`config.mk`:
```
export PLATFORM = sky130hd
export DESIGN_NAME = pmem_arbiter_flat
export DESIGN_NICKNAME = d
export VERILOG_FILES = /design/src/rtl/pmem_arbiter_if.sv /design/src/rtl/pmem_arbiter.sv /design/src/flat_wrapper.sv
export SDC_FILE = /design/constraint.sdc
export NUM_CORES = 1
export LEC_CHECK = 0
export ABC_AREA = 0
export BUFFER_PORTS_ARGS = -buffer_cell sky130_fd_sc_hd__buf_2
export CAP_MARGIN = 10
export CORE_MARGIN = 2
export CORE_UTILIZATION = 35
export DETAILED_ROUTE_END_ITERATION = 12
export PLACE_DENSITY_LB_ADDON = 0.08
export SYNTH_ARGS = -nofsm -noshare
export SYNTH_HDL_FRONTEND = slang
export SYNTH_SLANG_ARGS = --single-unit
```
`constraint.sdc`:
```
create_clock -name clk -period 3.7 [get_ports clk]
set_input_delay 0.555 -clock clk [delete_from_list [all_inputs] [get_ports clk]]
set_output_delay 0.555 -clock clk [all_outputs]
set_load 0.005 [all_outputs]
```
`src/rtl/pmem_arbiter_if.sv`:
```
// Shared bundle between the two cache-controller requesters, the arbiter and the memory port.
// Latency: wires only, no storage.
// Backpressure: none here; completion is signalled per requester by a ready pulse.
interface pmem_arbiter_if #(
   parameter int ADDR_W = 32,
   parameter int DATA_W = 32
);
   // requester 0
   logic              req0_valid;
   logic              req0_we;
   logic [ADDR_W-1:0] req0_addr;
   logic [DATA_W-1:0] req0_wdata;
   logic              req0_ready;
   logic [DATA_W-1:0] req0_rdata;
   logic              req0_err;
   // requester 1
   logic              req1_valid;
   logic              req1_we;
   logic [ADDR_W-1:0] req1_addr;
   logic [DATA_W-1:0] req1_wdata;
   logic              req1_ready;
   logic [DATA_W-1:0] req1_rdata;
   logic              req1_err;
   // physical memory port
   logic              mem_req;
   logic              mem_we;
   logic [ADDR_W-1:0] mem_addr;
   logic [DATA_W-1:0] mem_wdata;
   logic              mem_ready;
   logic [DATA_W-1:0] mem_rdata;

   // arbiter view
   modport master (
      input  req0_valid, req0_we, req0_addr, req0_wdata,
      output req0_ready, req0_rdata, req0_err,
      input  req1_valid, req1_we, req1_addr, req1_wdata,
      output req1_ready, req1_rdata, req1_err,
      output mem_req, mem_we, mem_addr, mem_wdata,
      input  mem_ready, mem_rdata
   );

   // requesters plus memory view
   modport slave (
      output req0_valid, req0_we, req0_addr, req0_wdata,
      input  req0_ready, req0_rdata, req0_err,
      output req1_valid, req1_we, req1_addr, req1_wdata,
      input  req1_ready, req1_rdata, req1_err,
      input  mem_req, mem_we, mem_addr, mem_wdata,
      output mem_ready, mem_rdata
   );
endinterface

```
`src/rtl/pmem_arbiter.sv`:
```
// Round-robin arbiter sharing one physical-memory port between two requesters.
// Latency: mem_req one edge after valid; ready pulse one edge after mem_ready; 3 cycles minimum.
// Backpressure: memory stalls via mem_ready, bounded by TIMEOUT_CYC (0 = unbounded) ending in err.
module pmem_arbiter #(
   parameter int ADDR_W      = 32,
   parameter int DATA_W      = 32,
   parameter int TIMEOUT_CYC = 64
) (
   input  logic           clk,
   input  logic           rst,
   pmem_arbiter_if.master bus
);
   localparam int TW = (TIMEOUT_CYC < 1) ? 1 : $clog2(TIMEOUT_CYC + 1);
   localparam logic [TW-1:0] TLAST = TW'((TIMEOUT_CYC == 0) ? 0 : TIMEOUT_CYC - 1);

   typedef enum logic [1:0] {IDLE, BUSY, DONE} state_t;

   state_t            state, state_nxt;
   logic              grant;
   logic              last;
   logic [TW-1:0]     tcnt;
   logic [1:0]        valid;
   logic              pick;
   logic              start;
   logic              hit;
   logic              expire;
   logic              finish;

   logic              mem_req;
   logic              mem_we;
   logic [ADDR_W-1:0] mem_addr;
   logic [DATA_W-1:0] mem_wdata;
   logic [1:0]        ready;
   logic [1:0]        err;
   logic [DATA_W-1:0] rdata [2];

   assign valid  = {bus.req1_valid, bus.req0_valid};
   assign finish = hit | expire;

   // Next-state and arbitration decision; a lone requester wins, a tie goes to the port not served last
   always_comb begin
      state_nxt = state;
      start     = 1'b0;
      hit       = 1'b0;
      expire    = 1'b0;
      pick      = ~last;
      if (valid == 2'b01) begin
         pick = 1'b0;
      end else if (valid == 2'b10) begin
         pick = 1'b1;
      end
      case (state)
         IDLE: begin
            if (|valid) begin
               start     = 1'b1;
               state_nxt = BUSY;
            end
         end
         BUSY: begin
            // mem_ready takes priority over a timeout on the same edge
            if (bus.mem_ready) begin
               hit       = 1'b1;
               state_nxt = DONE;
            end else if ((TIMEOUT_CYC != 0) && (tcnt == TLAST)) begin
               expire    = 1'b1;
               state_nxt = DONE;
            end
         end
         DONE:    state_nxt = IDLE;
         default: state_nxt = IDLE;
      endcase
   end

   // State register; reset abandons any transaction in flight
   always_ff @(posedge clk or negedge rst) begin
      if (!rst) begin
         state <= IDLE;
      end else begin
         state <= state_nxt;
      end
   end

   // Datapath: latch the winner, count stall cycles, and produce the one-cycle completion
   always_ff @(posedge clk or negedge rst) begin
      if (!rst) begin
         grant     <= 1'b0;
         last      <= 1'b1;
         tcnt      <= '0;
         mem_req   <= 1'b0;
         mem_we    <= 1'b0;
         mem_addr  <= '0;
         mem_wdata <= '0;
         ready     <= '0;
         err       <= '0;
         rdata[0]  <= '0;
         rdata[1]  <= '0;
      end else begin
         ready <= '0;
         err   <= '0;
         if (start) begin
            grant     <= pick;
            mem_req   <= 1'b1;
            tcnt      <= '0;
            mem_we    <= pick ? bus.req1_we    : bus.req0_we;
            mem_addr  <= pick ? bus.req1_addr  : bus.req0_addr;
            mem_wdata <= pick ? bus.req1_wdata : bus.req0_wdata;
         end
         if ((state == BUSY) && !finish) begin
            tcnt <= tcnt + TW'(1);
         end
         if (finish) begin
            mem_req      <= 1'b0;
            last         <= grant;
            ready[grant] <= 1'b1;
            err[grant]   <= expire;
            rdata[grant] <= hit ? bus.mem_rdata : '0;
         end
      end
   end

   assign bus.mem_req    = mem_req;
   assign bus.mem_we     = mem_we;
   assign bus.mem_addr   = mem_addr;
   assign bus.mem_wdata  = mem_wdata;
   assign bus.req0_ready = ready[0];
   assign bus.req1_ready = ready[1];
   assign bus.req0_err   = err[0];
   assign bus.req1_err   = err[1];
   assign bus.req0_rdata = rdata[0];
   assign bus.req1_rdata = rdata[1];
endmodule

```
`src/flat_wrapper.sv`:
```
// flat-port wrapper written by rule: the top's interface ports become plain ports
module pmem_arbiter_flat 
#(
   parameter int ADDR_W      = 32,
   parameter int DATA_W      = 32,
   parameter int TIMEOUT_CYC = 64
)
  (clk, rst, bus_req0_valid, bus_req0_we, bus_req0_addr, bus_req0_wdata, bus_req0_ready, bus_req0_rdata, bus_req0_err, bus_req1_valid, bus_req1_we, bus_req1_addr, bus_req1_wdata, bus_req1_ready, bus_req1_rdata, bus_req1_err, bus_mem_req, bus_mem_we, bus_mem_addr, bus_mem_wdata, bus_mem_ready, bus_mem_rdata);
  pmem_arbiter_if #(.ADDR_W(ADDR_W), .DATA_W(DATA_W)) bus_i ();
  input  logic clk;
  input  logic rst;
  input wire logic [$bits(bus_i.req0_valid)-1:0] bus_req0_valid;
  input wire logic [$bits(bus_i.req0_we)-1:0] bus_req0_we;
  input wire logic [$bits(bus_i.req0_addr)-1:0] bus_req0_addr;
  input wire logic [$bits(bus_i.req0_wdata)-1:0] bus_req0_wdata;
  output wire logic [$bits(bus_i.req0_ready)-1:0] bus_req0_ready;
  output wire logic [$bits(bus_i.req0_rdata)-1:0] bus_req0_rdata;
  output wire logic [$bits(bus_i.req0_err)-1:0] bus_req0_err;
  input wire logic [$bits(bus_i.req1_valid)-1:0] bus_req1_valid;
  input wire logic [$bits(bus_i.req1_we)-1:0] bus_req1_we;
  input wire logic [$bits(bus_i.req1_addr)-1:0] bus_req1_addr;
  input wire logic [$bits(bus_i.req1_wdata)-1:0] bus_req1_wdata;
  output wire logic [$bits(bus_i.req1_ready)-1:0] bus_req1_ready;
  output wire logic [$bits(bus_i.req1_rdata)-1:0] bus_req1_rdata;
  output wire logic [$bits(bus_i.req1_err)-1:0] bus_req1_err;
  output wire logic [$bits(bus_i.mem_req)-1:0] bus_mem_req;
  output wire logic [$bits(bus_i.mem_we)-1:0] bus_mem_we;
  output wire logic [$bits(bus_i.mem_addr)-1:0] bus_mem_addr;
  output wire logic [$bits(bus_i.mem_wdata)-1:0] bus_mem_wdata;
  input wire logic [$bits(bus_i.mem_ready)-1:0] bus_mem_ready;
  input wire logic [$bits(bus_i.mem_rdata)-1:0] bus_mem_rdata;
  assign bus_i.req0_valid = bus_req0_valid;
  assign bus_i.req0_we = bus_req0_we;
  assign bus_i.req0_addr = bus_req0_addr;
  assign bus_i.req0_wdata = bus_req0_wdata;
  assign bus_req0_ready = bus_i.req0_ready;
  assign bus_req0_rdata = bus_i.req0_rdata;
  assign bus_req0_err = bus_i.req0_err;
  assign bus_i.req1_valid = bus_req1_valid;
  assign bus_i.req1_we = bus_req1_we;
  assign bus_i.req1_addr = bus_req1_addr;
  assign bus_i.req1_wdata = bus_req1_wdata;
  assign bus_req1_ready = bus_i.req1_ready;
  assign bus_req1_rdata = bus_i.req1_rdata;
  assign bus_req1_err = bus_i.req1_err;
  assign bus_mem_req = bus_i.mem_req;
  assign bus_mem_we = bus_i.mem_we;
  assign bus_mem_addr = bus_i.mem_addr;
  assign bus_mem_wdata = bus_i.mem_wdata;
  assign bus_i.mem_ready = bus_mem_ready;
  assign bus_i.mem_rdata = bus_mem_rdata;
  pmem_arbiter #(.ADDR_W(ADDR_W), .DATA_W(DATA_W), .TIMEOUT_CYC(TIMEOUT_CYC)) u_core (.clk(clk), .rst(rst), .bus(bus_i));
endmodule
```
==> results_dict.tcl, run 1 <==
set metrics [dict create \
    finish.net_count 963 \
    cts_tree "yes" \
    insertion_delay_ns 0.42 \
    p_int_mw 4.48 \
    htree_levels 4 \
    synth-seq-cells 145 \
    pwr-share-comb_pct 35.1 \
    row_count 47 \
    die_w_um 134 \
    nFillCells 1591 \
    cts_buffers 17 \
    postCtsSetupBuffers 0 \
    fin_skew_ns 0.0102 \
    use_met2_pct 31.4 \
    p_leak_nw 4.37 \
    fmax_mhz 494 \
    seq_power_share_pct 39.9 \
    dpl_worst_slack_ns 1.43 \
    hold_viol 0 \
    cts_buffer_depth 2 \
    clk_pin_slew_ns 0.06 \
    die_area_um2 18100 \
    ff2ff_path_depth 5 \
    critPathMaxStageDelay_ns 0.66 \
    power_frac_clock_pct 25.0 \
    slew_headroom_pct 42.4 \
    cts_resized 0 \
    arrival_ns 2.30 \
    critPathLaunchType "flop" \
    cts_hold_buffers 0 \
    viasPerCell 4.81 \
    period_needed_ns 2.03 \
    track_usage_pct 18.9 \
    ys_warn_count 0 \
    antenna_found_initial 2 \
    wl_per_cell_um 16.3 \
    synth_area_um2 5960 \
    avgSynthCellArea_um2 12.0 \
    grtUsageMet1_pct 22.7 \
    fin_tns_setup_ns 0 \
    end_kind "flop" \
    setup_violations 0 \
    grt_pass1_wl_um 26400 \
    maxCapViolCount 0 \
    placed_cell_area_um2 7710 \
    reg2reg_from "u_core.last" \
    synthDistinctLibCells 35 \
    status "finished, final reports clean" \
    synthCells 498 \
    dp_hpwl_um 12200 \
    hold_class "input pin to asynchronous set/reset pin" \
    die_height_um 134 \
    first_pass_iters 4 \
    p_sw_mw 2.26 \
    dr.first_iter.drc_count 178 \
    rsz0062_at_grt "false" \
    wirelength_um 16700 \
    core_um2 16600 \
    r2r_end "u_core.bus.mem_wdata[27]" \
    port_buffers 300 \
    initial_core_util_pct 35.9 \
    gp_congestion 0.789 \
    worst_slew_pin_slew_ns 0.860 \
    power_density_nw_per_um2 813 \
    path_cells "nor2_1 -> o21ai_4 -> buf_4 -> mux2i_1 -> o21ai_0" \
    grt-busiest-layer "met2" \
    power.total_mw 6.74 \
    vias 4945 \
    drv_slew 0 \
    drive_above_1_share_pct 43.6 \
    post-route-drc-count 0 \
    grt-ovfl-total 0 \
    layout_setup_ws_ns 1.67 \
    ir_worst_vdd_mv 0.364 \
    swShare_pct 33.5 \
    cts.sinks 145 \
    dp_cells 996 \
    critical_path_class "flop to flop" \
    grt_start_max_net_pins 84 \
    cts-root-buf "clkbuf_16" \
    grt_pass1_vias 5054 \
    fin_area_um2 8290 \
    ant_nets 0 \
    stdcell_count 1029 \
    syn_to_final_growth_pct 39.2 \
    cp_max_fo 21 \
    ys_seq_area_share_pct 60.9 \
    met3_usage_pct 7.03 \
    crit_path_top_delay_cell "o21ai_4" \
    synth_fp_nets 666 \
    ff2ff_setup_slack_ns 1.67 \
    post-route-period-util_pct 54.8 \
    cp.required_ns 3.98 \
    ioPinCount 301 \
]
flip-flops by register name (all words and copies together), names as in the netlist, 2 cells and up:
name	count
u_core.bus.mem_wdata	32
u_core.bus.req1_rdata	32
u_core.bus.mem_addr	32
u_core.bus.req0_rdata	32
u_core.state	2
u_core.err	2
u_core.ready	2
u_core.tcnt	7
worst max-delay path: cells and delay by family, from the launching register on:
family | cells | cell delay (ns)
simple gates | 1 | 0.06
buf+inv | 1 | 0.34
compound gates | 2 | 0.75
flops | 1 | 0.54
mux | 1 | 0.19
per-stage QoR:
| step | utilization (%) | hold WS (ns) |
|---|---|---|
| after global placement | 46.5 | 0.459 |
| after floorplan | - | 0.259 |
| after detailed placement | 46.5 | 0.465 |
| after global routing | 50.0 | 0.217 |
| final | 50.0 | 0.157 |
| after CTS | 50.0 | 0.197 |
area by class of cell:
class | count | area [um2] | area share [%]
sequential | 145 | 3630 | 43.8
multi-input combinational | 313 | 2150 | 26.0
timing repair buffer | 314 | 1640 | 19.7
clock buffer | 20 | 447 | 5.39
tap | 220 | 275 | 3.32
clock inverter | 12 | 134 | 1.61
inverter | 4 | 15.0 | 0.181
antenna | 1 | 2.50 | 0.0302
cells in the final DEF (no fill, tap or decap), types with 4 or more instances in the layout:
cell	count
mux2i_1	66
nor2_1	7
clkbuf_16	17
buf_4	12
dfrtp_1	144
o21ai_0	70
nand2_1	71
buf_2	299
inv_1	4
a22o_1	66
nand3_1	6
clkinvlp_4	5
power groups by stage:
stage	clock [mW]	combinational, mW	sequential (mW)
2_1_floorplan	0	1.20	2.75
3_3_place_gp	0	2.39	2.68
3_5_place_dp	0	2.43	2.70
4_1_cts	1.73	2.43	2.69
5_1_grt	1.82	2.65	2.78
6_report	1.68	2.37	2.69
synth_stat cells, drive strengths merged:
cell type  count  area share, %
and2b          1           0.13
nand3b         2           0.25
or3            1           0.11
nor2b          1           0.11
nand3          6           0.50
or2            1           0.11
nand2b         2           0.21
nor2           7           0.44
o21a           1           0.13
and3           3           0.40
nor3b          2           0.34
nand2         71            4.5
ha             1           0.21
and2           2           0.21
a21o           1           0.13
a22o          66            9.7
xor2           1           0.15
inv            4           0.25
mux2i         66             11
buf           15            1.8
o21ai         73            6.1
a22oi          1           0.13
a21oi          1          0.084
clkbuf        21            1.3
a31oi          1           0.36
xnor2          1           0.15
dfstp          1           0.44
dfrtp        144             61
a41oi          1           0.15
routing by layer:
layer  wire length [um]  share of wire, %
met3               1450               8.7
met4                286               1.7
met5                 16             0.096
met2               8110                48
met1               6860                41
cell families after synthesis:
kind of cell	share of synthesized area, %
buffers and inverters	3.38
multiplexers	11.1
XOR/XNOR	0.294
flip-flops	60.9
AND/OR/NAND/NOR	7.27
adder cells (fa/ha/maj)	0.210
AO/OA/AOI/OAI	16.8
worst max-delay path by stage:
| stage | end | from | depth (start not counted) |
|---|---|---|---|
| finish | u_core.bus.mem_wdata[27] | u_core.last | 5 |
| global placement | u_core.bus.mem_wdata[29] | bus_req0_valid | 6 |
| detailed placement | u_core.bus.mem_wdata[26] | bus_req0_valid | 6 |
| global route | u_core.bus.mem_addr[10] | u_core.last | 5 |
| floorplan | u_core.bus.req0_rdata[0] | u_core.tcnt[0] | 7 |
| CTS | u_core.bus.mem_wdata[26] | u_core.last | 5 |
(Power assumes the default switching activity.)
==> run 2, diff against run 1 <==
- clock period: 3.7 -> 2.1 ns (I/O delays scaled with it)
==> run 2 against run 1 <==
  * Clock skew shrank 0.0033 ns
  * Register-to-register slack worse by 1.4 ns
  * Global-route usage fell by 0.37 points
  * Total power grew 74%
  * Critical endpoint is now u_core.bus.req0_rdata[29]
  * Largest cell class unchanged
  * Largest power group unchanged
  * Highest routed layer unchanged
==> results_dict.tcl, run 2 (synthesis results as in run 1) <==
set metrics [dict create \
    status "finished, final reports clean" \
    ioPinCount 301 \
    ant_nets 0 \
    most-common-layout-cells "299 x buf_2, 144 x dfrtp_1, 71 x nand2_1, 70 x o21ai_0" \
    dr.first_iter.drc_count 142 \
    cts_resized 0 \
    worst_slew_pin_slew_ns 0.524 \
    period_needed_ns 1.83 \
    insertion_delay_ns 0.41 \
    cts.sinks 145 \
    seq_power_share_pct 40.3 \
    path_cells "ha_1 -> and2b_1 -> a31oi_4 -> or3_1 -> buf_12 -> a22o_1" \
    gp_congestion 0.789 \
    postCtsSetupBuffers 0 \
    row_count 47 \
    first_pass_iters 4 \
    finish.net_count 966 \
    vias 4935 \
    critPathMaxStageDelay_ns 0.40 \
    p_sw_mw 3.95 \
    initial_core_util_pct 35.9 \
    fin_skew_ns 0.00693 \
    p_leak_nw 4.40 \
    layout_setup_ws_ns 0.269 \
    hold_class "input pin to flop" \
    die_area_um2 18100 \
    cp.required_ns 2.39 \
    path_delay_family "simple AND/OR/NAND/NOR gates" \
    final_core_util_pct 50.3 \
    clk_pin_slew_ns 0.06 \
    die_w_um 134 \
    setup_violations 0 \
    fin_area_um2 8340 \
    p_int_mw 7.80 \
    fmax_mhz 546 \
    cts-root-buf "clkbuf_16" \
    drive_above_1_share_pct 43.8 \
    reg2reg_from "u_core.tcnt[0]" \
    power.total_mw 11.8 \
    final_common_cell "buf_2" \
    power_density_nw_per_um2 1410 \
    critPathLaunchType "flop" \
    multiInputGateArea_um2 2150 \
    crit_path_top_delay_cell "or3_1" \
    die_height_um 134 \
    swShare_pct 33.6 \
    end_kind "flop" \
    register_area_um2 3630 \
    cts_hold_buffers 1 \
    cp-startpoint "u_core.tcnt[0]" \
    power_frac_clock_pct 23.9 \
    cts_tree "yes" \
    syn_to_final_growth_pct 40.1 \
    dp_hpwl_um 12300 \
    grt_start_max_net_pins 103 \
    nFillCells 1594 \
    viasPerCell 4.79 \
    grt_pass1_vias 5073 \
    fin_tns_setup_ns 0 \
    port_buffers 300 \
    cts_buffers 17 \
    insertedDiodeCount 0 \
    htree_levels 4 \
    critical_path_class "flop to flop" \
    cp_max_fo 33 \
    maxCapViolCount 0 \
    rsz0062_at_grt "false" \
    grt_pass1_wl_um 26100 \
    pwr-share-comb_pct 35.8 \
    placed_cell_area_um2 7770 \
    post-route-period-util_pct 87.2 \
    drv_slew 0 \
    slew_headroom_pct 65.1 \
    hold_viol 0 \
    hp-start "bus_mem_rdata[23]" \
    crit_buf_inv 1 \
    cts_buffer_depth 2 \
    grt-ovfl-total 0 \
    arrival_ns 2.12 \
    core_um2 16600 \
    antenna_found_initial 1 \
    wl_per_cell_um 16.0 \
    dpl_worst_slack_ns 0.264 \
    ir_worst_vdd_mv 0.565 \
    wirelength_um 16500 \
    track_usage_pct 18.5 \
    post-route-drc-count 0 \
]
## run 2: worst paths after layout
check | to | depth (start not counted) | slack, ns
setup / recovery | u_core.bus.req0_rdata[29] | 6 | 0.27
hold / removal | u_core.bus.req0_rdata[23] | 2 | 0.14
setup reg to reg | u_core.bus.req0_rdata[29] | 6 | 0.27
hold reg to reg | u_core.bus.mem_wdata[25] | 2 | 0.47
max in group asynchronous | u_core.bus.req1_rdata[21] | 3 | 1.03
min in group asynchronous | u_core.ready[0] | 2 | 0.44
## run 2: per-stage QoR
step / hold WS (ns) / instances
2_1_floorplan: 0.0194 / 498
3_3_place_gp: 0.305 / 998
3_5_place_dp: 0.308 / 998
4_1_cts: 0.115 / 1031
5_1_grt: 0.117 / 1031
6_report: 0.138 / 1031
## run 2: layout make-up
class	count	area share, %
clock buffer	19	5.31
clock inverter	13	1.36
inverter	4	0.180
multi-input combinational	313	25.8
sequential	145	43.5
tap	220	3.30
timing repair buffer	317	20.5
## run 2: layer usage
layer  vias to the layer above  global-route usage (%)  routed length, um
li1                       2389                       -                  -
met1                      2305                    22.0               6810
met2                       211                    30.4               7810
met3                        28                    7.22               1530
met4                         2                    7.31                334
met5                         -                       0                 13
## run 2: worst reg2reg max path: stages, from the launching register on
cell and delay (ns):
dfrtp_1 0.39, ha_1 0.18, and2b_1 0.19, a31oi_4 0.11, or3_1 0.40, buf_12 0.19
a22o_1 0.26
## run 2: power by group through the flow
stage	Combinational, mW	Clock, mW	Sequential (mW)
floorplan	2.12	0	4.84
global placement	4.19	0	4.76
detailed placement	4.32	0	4.76
CTS	4.31	2.90	4.75
global route	4.73	3.04	4.90
finish	4.21	2.81	4.74
==> run 3, diff against run 2 <==
- CTS_BUF_LIST: not set -> sky130_fd_sc_hd__clkbuf_8 sky130_fd_sc_hd__clkbuf_16
- GPL_ROUTABILITY_DRIVEN: not set -> 1
- clock period: 2.1 -> 2.32 ns (I/O delays scaled with it)
==> run 3 against run 2 <==
  * Clock power grew 2%
  * Clock skew rose by 0.0023 ns
  * Global-route usage is 0.13 points lower
  * Combinational power fell by 9.5%
  * Worst setup slack gained 0.085 ns
  * Core utilization increased by 0.20 points
  * Highest routed layer unchanged
  * Flip-flop and latch count did not move
  * Die area stayed put
  * Critical path type unchanged
  * Largest power group unchanged
  * Register-to-register slack better by 0.08 ns
  * Hold slack improved by 0.034 ns
  * Design area is 0.39% higher
==> results_dict.tcl, run 3 (synthesis results as in run 1) <==
set metrics [dict create \
    post-route-period-util_pct 84.8 \
    stdcell_count 1026 \
    cts_buffer_depth 2 \
    maxCapViolCount 0 \
    drv_slew 0 \
    layout_setup_ws_ns 0.353 \
    dr.first_iter.drc_count 181 \
    dpl_worst_slack_ns 0.367 \
    wl_per_cell_um 16.0 \
    critPathLaunchType "flop" \
    p_leak_nw 4.41 \
    hold_slack_ns 0.171 \
    grt_pass1_wl_um 26000 \
    die_w_um 134 \
    ioPinCount 301 \
    nFillCells 1556 \
    fin_tns_setup_ns 0 \
    track_usage_pct 18.4 \
    cp.required_ns 2.62 \
    worst_slew_pin_slew_ns 0.484 \
    grtUsageMet1_pct 21.5 \
    die_height_um 134 \
    grt-ovfl-total 0 \
    use_met2_pct 31.5 \
    vias 4950 \
    first_pass_iters 4 \
    critical_path_class "flop to flop" \
    grt-busiest-layer "met2" \
    cts_buffers 17 \
    most-common-layout-cells "299 x buf_2, 144 x dfrtp_1, 71 x nand2_1, 70 x o21ai_0" \
    ant_nets 0 \
    insertion_delay_ns 0.41 \
    row_count 47 \
    initial_core_util_pct 35.9 \
    dp_cells 993 \
    htree_levels 4 \
    final_core_util_pct 50.5 \
    postCtsSetupBuffers 0 \
    placed_cell_area_um2 7740 \
    gp_congestion 0.770 \
    port_buffers 300 \
    post-route-drc-count 0 \
    drive_above_1_share_pct 43.5 \
    crit_path_top_delay_cell "or3_1" \
    setup_violations 0 \
    cts-root-buf "clkbuf_16" \
    status "finished, final reports clean" \
    period_needed_ns 1.97 \
    fin_skew_ns 0.00922 \
    grt_start_max_net_pins 81 \
    dp_hpwl_um 11900 \
    ir_worst_vdd_mv 0.501 \
    core_um2 16600 \
    rsz0062_at_grt "false" \
    fin_area_um2 8370 \
    path_cells "ha_1 -> and2b_1 -> a31oi_4 -> or3_1 -> buf_12 -> a22o_1" \
    clk_pin_slew_ns 0.06 \
    end_kind "flop" \
    finish.net_count 961 \
    slew_headroom_pct 67.7 \
    die_area_um2 18100 \
    insertedDiodeCount 0 \
    fmax_mhz 509 \
    power.total_mw 11.0 \
    hold_viol 0 \
    cts_tree "yes" \
    hold_class "input pin to flop" \
    cp_max_fo 33 \
    viasPerCell 4.82 \
    syn_to_final_growth_pct 40.6 \
    final_common_cell "buf_2" \
    wirelength_um 16400 \
    antenna_found_initial 2 \
    critPathMaxStageDelay_ns 0.41 \
    cts.sinks 145 \
    grt_pass1_vias 5070 \
    met3_usage_pct 6.88 \
    arrival_ns 2.26 \
    power_density_nw_per_um2 1310 \
]
## run 3: cell count changes in the layout (fill, tap and decap cells not counted), sizes merged
cell / before / now
buf: 316 / 311
clkinvlp: 5 / 3
bufinv: 1 / 3
clkinv: 6 / 3
inv: 5 / 8
## run 3: metal layers
layer | vias up | routed length, um
li1 | 2381 | -
met1 | 2354 | 6670
met2 | 197 | 8100
met3 | 16 | 1440
met4 | 2 | 215
met5 | - | 10
## run 3: critical path, delay by kind of cell (launching register included)
kind,cells,cell delay (ns)
compound gates,2,0.36
fa+ha+maj,1,0.27
buf+inv,1,0.19
flops,1,0.40
simple gates,2,0.63
## run 3: worst paths after layout
check	start	end	slack [ns]	cells past startpoint
max	u_core.tcnt[0]	u_core.bus.req0_rdata[24]	0.35	6
min	bus_mem_rdata[11]	u_core.bus.req0_rdata[11]	0.17	2
max reg2reg	u_core.tcnt[0]	u_core.bus.req0_rdata[24]	0.35	6
min reg2reg	u_core.bus.mem_wdata[25]	u_core.bus.mem_wdata[25]	0.47	2
max in group asynchronous	rst	u_core.last	1.22	3
min in group asynchronous	rst	u_core.bus.req0_rdata[6]	0.43	2
## run 3: repair_timing
| item | in CTS | in global routing |
|---|---|---|
| resized for setup | 0 | 0 |
| hold buffers | 1 | 0 |
| hold endpoints to repair | 40 | 0 |
## run 3: layout make-up
cell class              instances  area [um2]  share of cell area (%)
repair buffers                312        1680                    20.0
flip-flops and latches        145        3630                    43.3
well taps                     220         275                    3.29
clock inverters                13         174                    2.08
multi-input cells             313        2150                    25.7
inverters                       4        15.0                   0.179
clock buffers                  19         453                    5.41
## run 3: where the power goes
group	internal, mW	total (mW)	switching (mW)
sequential	3.67	4.29	0.616
clock	1.77	2.86	1.09
combinational	1.89	3.81	1.92
